===== src/rtl/slow_clk_monitor_pkg.sv =====
// Shared types and default constants for the slow-clock monitor.
// Optional feature macro used by this block: SLOW_CLK_MONITOR_FALL_TICK_EN.
package slow_clk_monitor_pkg;

    localparam int SYNC_STAGES_DEF = 2;
    localparam int PERIOD_W_DEF    = 16;
    localparam int TIMEOUT_DEF     = 65535;

    typedef enum logic [1:0] {
        WAIT_FIRST = 2'd0,
        MEASURE    = 2'd1,
        LOST       = 2'd2
    } state_e;

endpackage


===== src/rtl/slow_clk_monitor_sync_edge_detect.sv =====
// Multi-flop synchronizer plus history flop; combinational rise/fall strobes.
// Falling-edge strobe is only built with SLOW_CLK_MONITOR_FALL_TICK_EN defined.
module sync_edge_detect
    import slow_clk_monitor_pkg::*;
#(
    parameter int SYNC_STAGES = SYNC_STAGES_DEF
) (
    input  logic clk,
    input  logic reset,
    input  logic async_in,
    output logic rise,
    output logic fall
);

    logic [SYNC_STAGES-1:0] sync_q;
    logic                   hist_q;
    logic                   sync_out;

    assign sync_out = sync_q[SYNC_STAGES-1];

    always_ff @(posedge clk or posedge reset) begin
        if (reset) begin
            sync_q <= '0;
            hist_q <= 1'b0;
        end else begin
            sync_q <= {sync_q[SYNC_STAGES-2:0], async_in};
            hist_q <= sync_out;
        end
    end

    assign rise = sync_out & ~hist_q;

`ifdef SLOW_CLK_MONITOR_FALL_TICK_EN
    assign fall = ~sync_out & hist_q;
`else
    assign fall = 1'b0;
`endif

endmodule


===== src/rtl/slow_clk_monitor.sv =====
// Synchronizes a divided clock, emits one-cycle ticks, measures its period and flags loss.
// Define SLOW_CLK_MONITOR_FALL_TICK_EN to enable the registered falling-edge tick.
module slow_clk_monitor
    import slow_clk_monitor_pkg::*;
#(
    parameter int SYNC_STAGES = SYNC_STAGES_DEF,
    parameter int PERIOD_W    = PERIOD_W_DEF,
    parameter int TIMEOUT     = TIMEOUT_DEF
) (
    input  logic                clk,
    input  logic                reset,
    input  logic                slow_clk,
    output logic                tick,
    output logic                fall_tick,
    output logic [PERIOD_W-1:0] period,
    output logic                period_valid,
    output logic                lost
);

    localparam logic [PERIOD_W-1:0] TIMEOUT_C = PERIOD_W'(TIMEOUT);
    localparam logic [PERIOD_W-1:0] CNT_ONE   = PERIOD_W'(1);

    logic rise;
    logic fall;

    sync_edge_detect #(
        .SYNC_STAGES(SYNC_STAGES)
    ) u_sync_edge_detect (
        .clk     (clk),
        .reset   (reset),
        .async_in(slow_clk),
        .rise    (rise),
        .fall    (fall)
    );

    state_e              state_q, state_d;
    logic [PERIOD_W-1:0] cnt_q, cnt_d;
    logic [PERIOD_W-1:0] period_d;
    logic                valid_d;
    logic                lost_d;

    always_ff @(posedge clk or posedge reset) begin
        if (reset) begin
            state_q      <= WAIT_FIRST;
            cnt_q        <= '0;
            tick         <= 1'b0;
            period       <= '0;
            period_valid <= 1'b0;
            lost         <= 1'b0;
        end else begin
            state_q      <= state_d;
            cnt_q        <= cnt_d;
            tick         <= rise;
            period       <= period_d;
            period_valid <= valid_d;
            lost         <= lost_d;
        end
    end

    // A rise always restarts the count; the timeout is only checked when no rise is present.
    always_comb begin
        state_d  = state_q;
        cnt_d    = cnt_q;
        period_d = period;
        valid_d  = period_valid;
        lost_d   = lost;
        case (state_q)
            WAIT_FIRST: begin
                if (rise) begin
                    state_d = MEASURE;
                    cnt_d   = CNT_ONE;
                end
            end
            MEASURE: begin
                if (rise) begin
                    period_d = cnt_q;
                    valid_d  = 1'b1;
                    cnt_d    = CNT_ONE;
                end else if (cnt_q == TIMEOUT_C) begin
                    state_d = LOST;
                    lost_d  = 1'b1;
                    valid_d = 1'b0;
                end else begin
                    cnt_d = cnt_q + CNT_ONE;
                end
            end
            LOST: begin
                // Interval spanning the outage is not a valid period, so nothing is captured.
                if (rise) begin
                    state_d = MEASURE;
                    lost_d  = 1'b0;
                    cnt_d   = CNT_ONE;
                end
            end
            default: begin
                state_d = WAIT_FIRST;
            end
        endcase
    end

`ifdef SLOW_CLK_MONITOR_FALL_TICK_EN
    always_ff @(posedge clk or posedge reset) begin
        if (reset) begin
            fall_tick <= 1'b0;
        end else begin
            fall_tick <= fall;
        end
    end
`else
    assign fall_tick = fall;
`endif

endmodule

===== config.mk =====
export PLATFORM = sky130hd
export DESIGN_NAME = slow_clk_monitor
export DESIGN_NICKNAME = d
export VERILOG_FILES = /design/src/rtl/slow_clk_monitor_pkg.sv /design/src/rtl/slow_clk_monitor_sync_edge_detect.sv /design/src/rtl/slow_clk_monitor.sv
export SDC_FILE = /design/constraint.sdc
export NUM_CORES = 1
export LEC_CHECK = 0
export ABC_AREA = 1
export CORE_MARGIN = 4
export CORE_UTILIZATION = 56
export CTS_CLUSTER_SIZE = 40
export DETAILED_ROUTE_END_ITERATION = 10
export PLACE_DENSITY = 0.82
export SYNTH_ARGS = -nofsm -noshare
export SYNTH_HDL_FRONTEND = slang
export SYNTH_SLANG_ARGS = --single-unit

===== constraint.sdc =====
create_clock -name clk -period 1.65 [get_ports clk]
set_input_delay 0.33 -clock clk [delete_from_list [all_inputs] [get_ports clk]]
set_output_delay 0.33 -clock clk [all_outputs]
set_load 0.01 [all_outputs]

==> results of run 1 <==
## kinds of logic (layout without fill, tap and decap cells)
| logic type | count (synthesis) | in the layout | synth area share |
|---|---|---|---|
| DFF | 40 | 40 | 0.478 |
| adders and majority gates | 1 | 1 | 0.00598 |
| AOI/OAI and AO/OA | 30 | 30 | 0.0998 |
| and+or+nand+nor | 141 | 141 | 0.325 |
| buffers and inverters | 32 | 68 | 0.0813 |
| other | 1 | 1 | 0.00179 |
| xor gates and xnor gates | 2 | 2 | 0.00837 |
## synth_stat cells, drive strengths merged, types with 2 or more instances
library cell | number | area share
clkbuf | 2 | 0.0036
o21ai | 28 | 0.094
nand3 | 18 | 0.049
nand2 | 92 | 0.19
buf | 6 | 0.035
xor2 | 2 | 0.0084
inv | 24 | 0.043
dfrtp | 40 | 0.48
nand4 | 2 | 0.0060
nor2 | 27 | 0.077
## state kept, by name (all words and copies together) (netlist names)
signal and count:
period_valid 1, lost 1, u_sync_edge_detect.sync_q 2, period 16, cnt_q 16, state_q 2, tick 1, u_sync_edge_detect.hist_q 1
## routing by layer
layer	share of wire	vias up	wire (um)	GRT usage
li1	-	842	-	-
met1	0.41	821	1910	0.246
met2	0.52	58	2410	0.353
met3	0.054	9	249	0.0378
met4	0.013	0	59	0.0629
met5	0	-	0	0
## path summary, 6_finish.rpt
path | endpoint | slack (ps) | depth (start not counted)
setup / recovery | cnt_q[7] | 80 | 10
hold / removal | u_sync_edge_detect.sync_q[1] | 360 | 0
setup reg to reg | cnt_q[7] | 80 | 10
hold reg to reg | u_sync_edge_detect.sync_q[1] | 360 | 0
max in group asynchronous | period_valid | 1060 | 3
min in group asynchronous | u_sync_edge_detect.sync_q[1] | 400 | 3
## timing repair
action / in CTS / in global routing
buffers inserted: 1 / 5
setup endpoints to repair: 15 / 14
cloned: 0 / 1
resized for setup: 1 / 1
pin swaps: 0 / 4
## power by group
| group | internal [mW] | switching [mW] |
|---|---|---|
| registers | 1.06 | 0.0863 |
| logic | 0.270 | 0.316 |
| clock network | 0.447 | 0.341 |
| total | 1.78 | 0.744 |
## area by class of cell
type / count / area (sq um)
well taps: 46 / 57.6
repair buffers: 36 / 378
flip-flops and latches: 40 / 1000
multi-input cells: 175 / 935
clock buffers: 5 / 68.8
clock inverters: 3 / 42.5
fillers: 257 / 896
inverters: 24 / 90.1
## through the flow
step           total power, mW  std cells  area (sq um)  TNS [ps]  setup slack, ps
5_1_grt                   2.63        329          2570      -134            -27.0
3_3_place_gp              1.64        314          2380         0             80.9
2_1_floorplan             1.48        247          2090         0              168
4_1_cts                   2.46        323          2500         0             49.8
3_5_place_dp              1.67        314          2380      -130            -23.4
6_report                  2.52        329          2570         0             80.8
==> results.yml, run 1 <==
sta:
  finClkSkew_ps: 3.22
  setup_viol: 0
  max_freq_mhz: 637
  hold_violations: 0
  fin_crit_sh: 0.951
  whs_ps: 359
  finalCriticalPeriod_ps: 1570
  final_max_slew_viol_count: 0
clock_tree:
  clk_pin_slew_ps: 80
  htreeDepth: 2
  ctsRootBufferMaster: "clkbuf_8"
  ctsHoldBuffers: 0
  cts-buffers-inserted: 5
  cts_tree: "built"
  worst_skew_pair.late_latency_ps: 290
  cts_sinks: 40
  cts_max_path_buffers: 2
synthesis:
  seq_area_frac_synth: 0.478
  yosys_warnings: 0
  yosys.cell_types.count: 29
  synth-edff-count: 0
  synthFlopType: "dfrtp_1"
  ys_ff_latch: 40
  syn-cell-area_sq_um: 2090
  syn_inst: 247
  postSynthAreaPerCell_sq_um: 8.47
  synthArstFlopShare: 1.00
  synth_nets: 251
floorplan:
  fp-row-count: 21
  die_h_um: 69.1
  io_pins: 23
  die_area_sq_um: 4780
  dieWidth_um: 69.1
  initial_utilization: 0.604
  core_sq_um: 3470
power_and_ir_drop:
  p_leak_nw: 1.23
  p_per_area_nw_per_um2: 981
  irDropWorstVdd_mv: 0.625
layout:
  layout_common_cells: "81 x nand2_1, 40 x dfrtp_1, 21 x clkdlybuf4s50_1"
  drive_above_1_share: 0.226
  finalCoreUtilization: 0.742
  syn2layout_area_growth_pct: 22.9
  layout_commonest_cell: "nand2_1"
  diodes: 0
  nets: 286
critical_path:
  crit_family: "simple AND/OR/NAND/NOR gates"
  crit_path_start_kind: "flop"
  critPathLaunch: "cnt_q[0]"
  required_ps: 1880
  worst-path-max-fanout: 14
  cp_slowest_cell: "dfrtp_1"
  worstPathArrival_ps: 1800
  reg2reg_from: "cnt_q[0]"
  max_stage_delay_ps: 410
  end_kind: "flop"
  path_class: "flop to flop"
  crit_chain: "ha_4 -> nand2_2 -> nor2_4 -> nand2_4 -> nor2_8 -> nand3_4 -> nand2_8 -> buf_12 -> nand2_1 -> o21ai_2"
  path_buf_inv: 1
routing:
  drtPass1Iterations: 4
  wirelength_mm: 4.64
  via_count: 1730
  drc: 0
  viasPerCell: 5.26
  drtIter0Drc: 154
  final_antenna_net_count: 0
  wl_per_cell_um: 14.1
placement:
  port_buffers: 21
  dp_hpwl_mm: 3.16
  gp_congestion: 0.888
global_routing:
  overflow: 0
  grt_first_pass_wirelength_mm: 7.71
  antenna_found_initial: 0
  grtUsageTotal: 0.200
  grt_max_degree: 41
  grt_pass1_vias: 1665
hold_path:
  hp-start: "u_sync_edge_detect.sync_q[0]"
  min_path_type: "flop to flop"
job:
  drv_cap: 0
run_status:
  status: "complete, no violations"
Power figures use the tool's default switching activity.
==> run 2, diff against run 1 <==
--- a/config.mk
+++ b/config.mk
@@ -7,10 +7,11 @@
 export LEC_CHECK = 0
 export ABC_AREA = 1
 export CORE_MARGIN = 4
-export CORE_UTILIZATION = 56
+export CORE_UTILIZATION = 60
 export CTS_CLUSTER_SIZE = 40
 export DETAILED_ROUTE_END_ITERATION = 10
-export PLACE_DENSITY = 0.82
+export PLACE_DENSITY = 0.87
 export SYNTH_ARGS = -nofsm -noshare
 export SYNTH_HDL_FRONTEND = slang
 export SYNTH_SLANG_ARGS = --single-unit
+export TNS_END_PERCENT = 5
==> constraint.sdc (replaced) <==
create_clock -name clk -period 2 [get_ports clk]
set_input_delay 0.4 -clock clk [delete_from_list [all_inputs] [get_ports clk]]
set_output_delay 0.4 -clock clk [all_outputs]
set_load 0.01 [all_outputs]
==> run 2 against run 1 <==
Routed wire length shrank 17%; count of clock-buffer cells in the layout grew 1; critical path type unchanged; critical endpoint is now cnt_q[10]; largest power group unchanged; clock power shrank 34%; clock skew grew 3.6 ps.
==> results.yml, run 2 (synthesis gave the netlist of run 1 again) <==
clock_tree:
  cts_sinks: 40
  clk_pin_slew_ps: 120
  htreeDepth: 2
  worst_skew_pair.late_latency_ps: 350
  ctsHoldBuffers: 0
  ctsResizeCount: 0
  cts_tree: "built"
  ctsRootBufferMaster: "clkbuf_4"
  cts_max_path_buffers: 2
  post-cts-setup-buffer-count: 0
  cts-buffers-inserted: 5
sta:
  rsz0062_at_grt: "false"
  setup_ws_ps: 275
  setup_viol: 0
  finalSetupTns_ps: 0
  final_max_slew_viol_count: 0
  whs_ps: 366
  max_freq_mhz: 580
  fin_crit_sh: 0.862
  finalCriticalPeriod_ps: 1720
  finClkSkew_ps: 6.84
  hold_violations: 0
floorplan:
  io_pins: 23
  die_area_sq_um: 4500
  fp-row-count: 21
  initial_utilization: 0.622
  core_sq_um: 3360
  die_h_um: 67.1
  dieWidth_um: 67.1
placement:
  dpl_worst_slack_ps: 290
  port_buffers: 21
  dp_hpwl_mm: 2.86
  gp_congestion: 0.856
layout:
  layout_commonest_cell: "nand2_1"
  diodes: 0
  reg_top3: "cnt_q (16), period (16)"
  finalCoreUtilization: 0.705
  syn2layout_area_growth_pct: 13.3
  layout_common_cells: "81 x nand2_1, 40 x dfrtp_1, 21 x clkdlybuf4s50_1"
  nets: 273
  drive_above_1_share: 0.181
critical_path:
  crit_path_frequent_cell: "nand2_1"
  path_buf_inv: 1
  reg2reg_depth: 10
  worstPathArrival_ps: 1980
  worst-path-max-fanout: 31
  critPathLaunch: "cnt_q[1]"
  crit_chain: "ha_1 -> nand2_2 -> nor2_4 -> nand2_4 -> nor2_8 -> nand3_4 -> nand2_8 -> inv_2 -> nand2_1 -> nand2_1"
  required_ps: 2260
  r2r_setup_slack_ps: 280
  crit_path_start_kind: "flop"
  crit_family: "simple AND/OR/NAND/NOR gates"
  path_class: "flop to flop"
  reg2reg_from: "cnt_q[1]"
  cp_slowest_cell: "dfrtp_1"
  rr_endpoint: "cnt_q[10]"
  max_stage_delay_ps: 420
  crit_end: "cnt_q[10]"
  path_depth: 10
  end_kind: "flop"
power_and_ir_drop:
  p_per_area_nw_per_um2: 769
  irDropWorstVdd_mv: 0.339
  p_leak_nw: 1.14
job:
  drv_cap: 0
routing:
  drtIter0Drc: 108
  drc: 0
  wirelength_mm: 3.87
  drtPass1Iterations: 6
  via_count: 1624
  wl_per_cell_um: 12.2
  final_antenna_net_count: 0
  viasPerCell: 5.14
global_routing:
  grt_pass1_vias: 1495
  overflow: 0
  grt_max_degree: 41
  grt_first_pass_wirelength_mm: 6.78
  grtUsageTotal: 0.206
  antenna_found_initial: 0
hold_path:
  min_path_type: "flop to flop"
run_status:
  status: "complete, no violations"
run 2: layout make-up:
class                   instances  area [sq um]
fillers                       262           991
inverters                      24          90.1
multi-input cells             175           922
well taps                      46          57.6
clock buffers                   6          41.3
clock inverters                 2          35.0
repair buffers                 23           225
flip-flops and latches         40          1000
run 2: per-stage QoR:
stage	total power [mW]	instance area (sq um)	cells
6_report	1.82	2370	316
3_3_place_gp	1.30	2300	308
4_1_cts	1.84	2370	316
3_5_place_dp	1.32	2300	308
5_1_grt	1.94	2370	316
2_1_floorplan	1.22	2090	247
run 2: worst min-delay path by stage:
stage	startpoint	end	slack, ps	cells after the start
final	u_sync_edge_detect.sync_q[0]	u_sync_edge_detect.sync_q[1]	370	0
after detailed placement	u_sync_edge_detect.sync_q[0]	u_sync_edge_detect.sync_q[1]	350	0
after global routing	u_sync_edge_detect.sync_q[0]	u_sync_edge_detect.sync_q[1]	370	0
after floorplan	u_sync_edge_detect.sync_q[0]	u_sync_edge_detect.sync_q[1]	330	0
after global placement	u_sync_edge_detect.sync_q[0]	u_sync_edge_detect.sync_q[1]	330	0
after CTS	u_sync_edge_detect.sync_q[0]	u_sync_edge_detect.sync_q[1]	370	0
run 2: per-layer routing:
layer  global-route usage  routed length [um]
met5                    0                   0
met4               0.0709                  53
met3               0.0590                 223
met2                0.324                1840
met1                0.271                1750
run 2: worst register-to-register path, stage by stage (launching register included):
cell and delay [ps]:
dfrtp_1 420, ha_1 230, nand2_2 110, nor2_4 150, nand2_4 90, nor2_8 120, nand3_4 100, nand2_8 230
inv_2 80, nand2_1 70, nand2_1 50
run 2: report_power, final:
group,switching [mW],internal (mW)
clock,0.259,0.262
combinational,0.213,0.145
sequential,0.0684,0.877
total,0.541,1.28
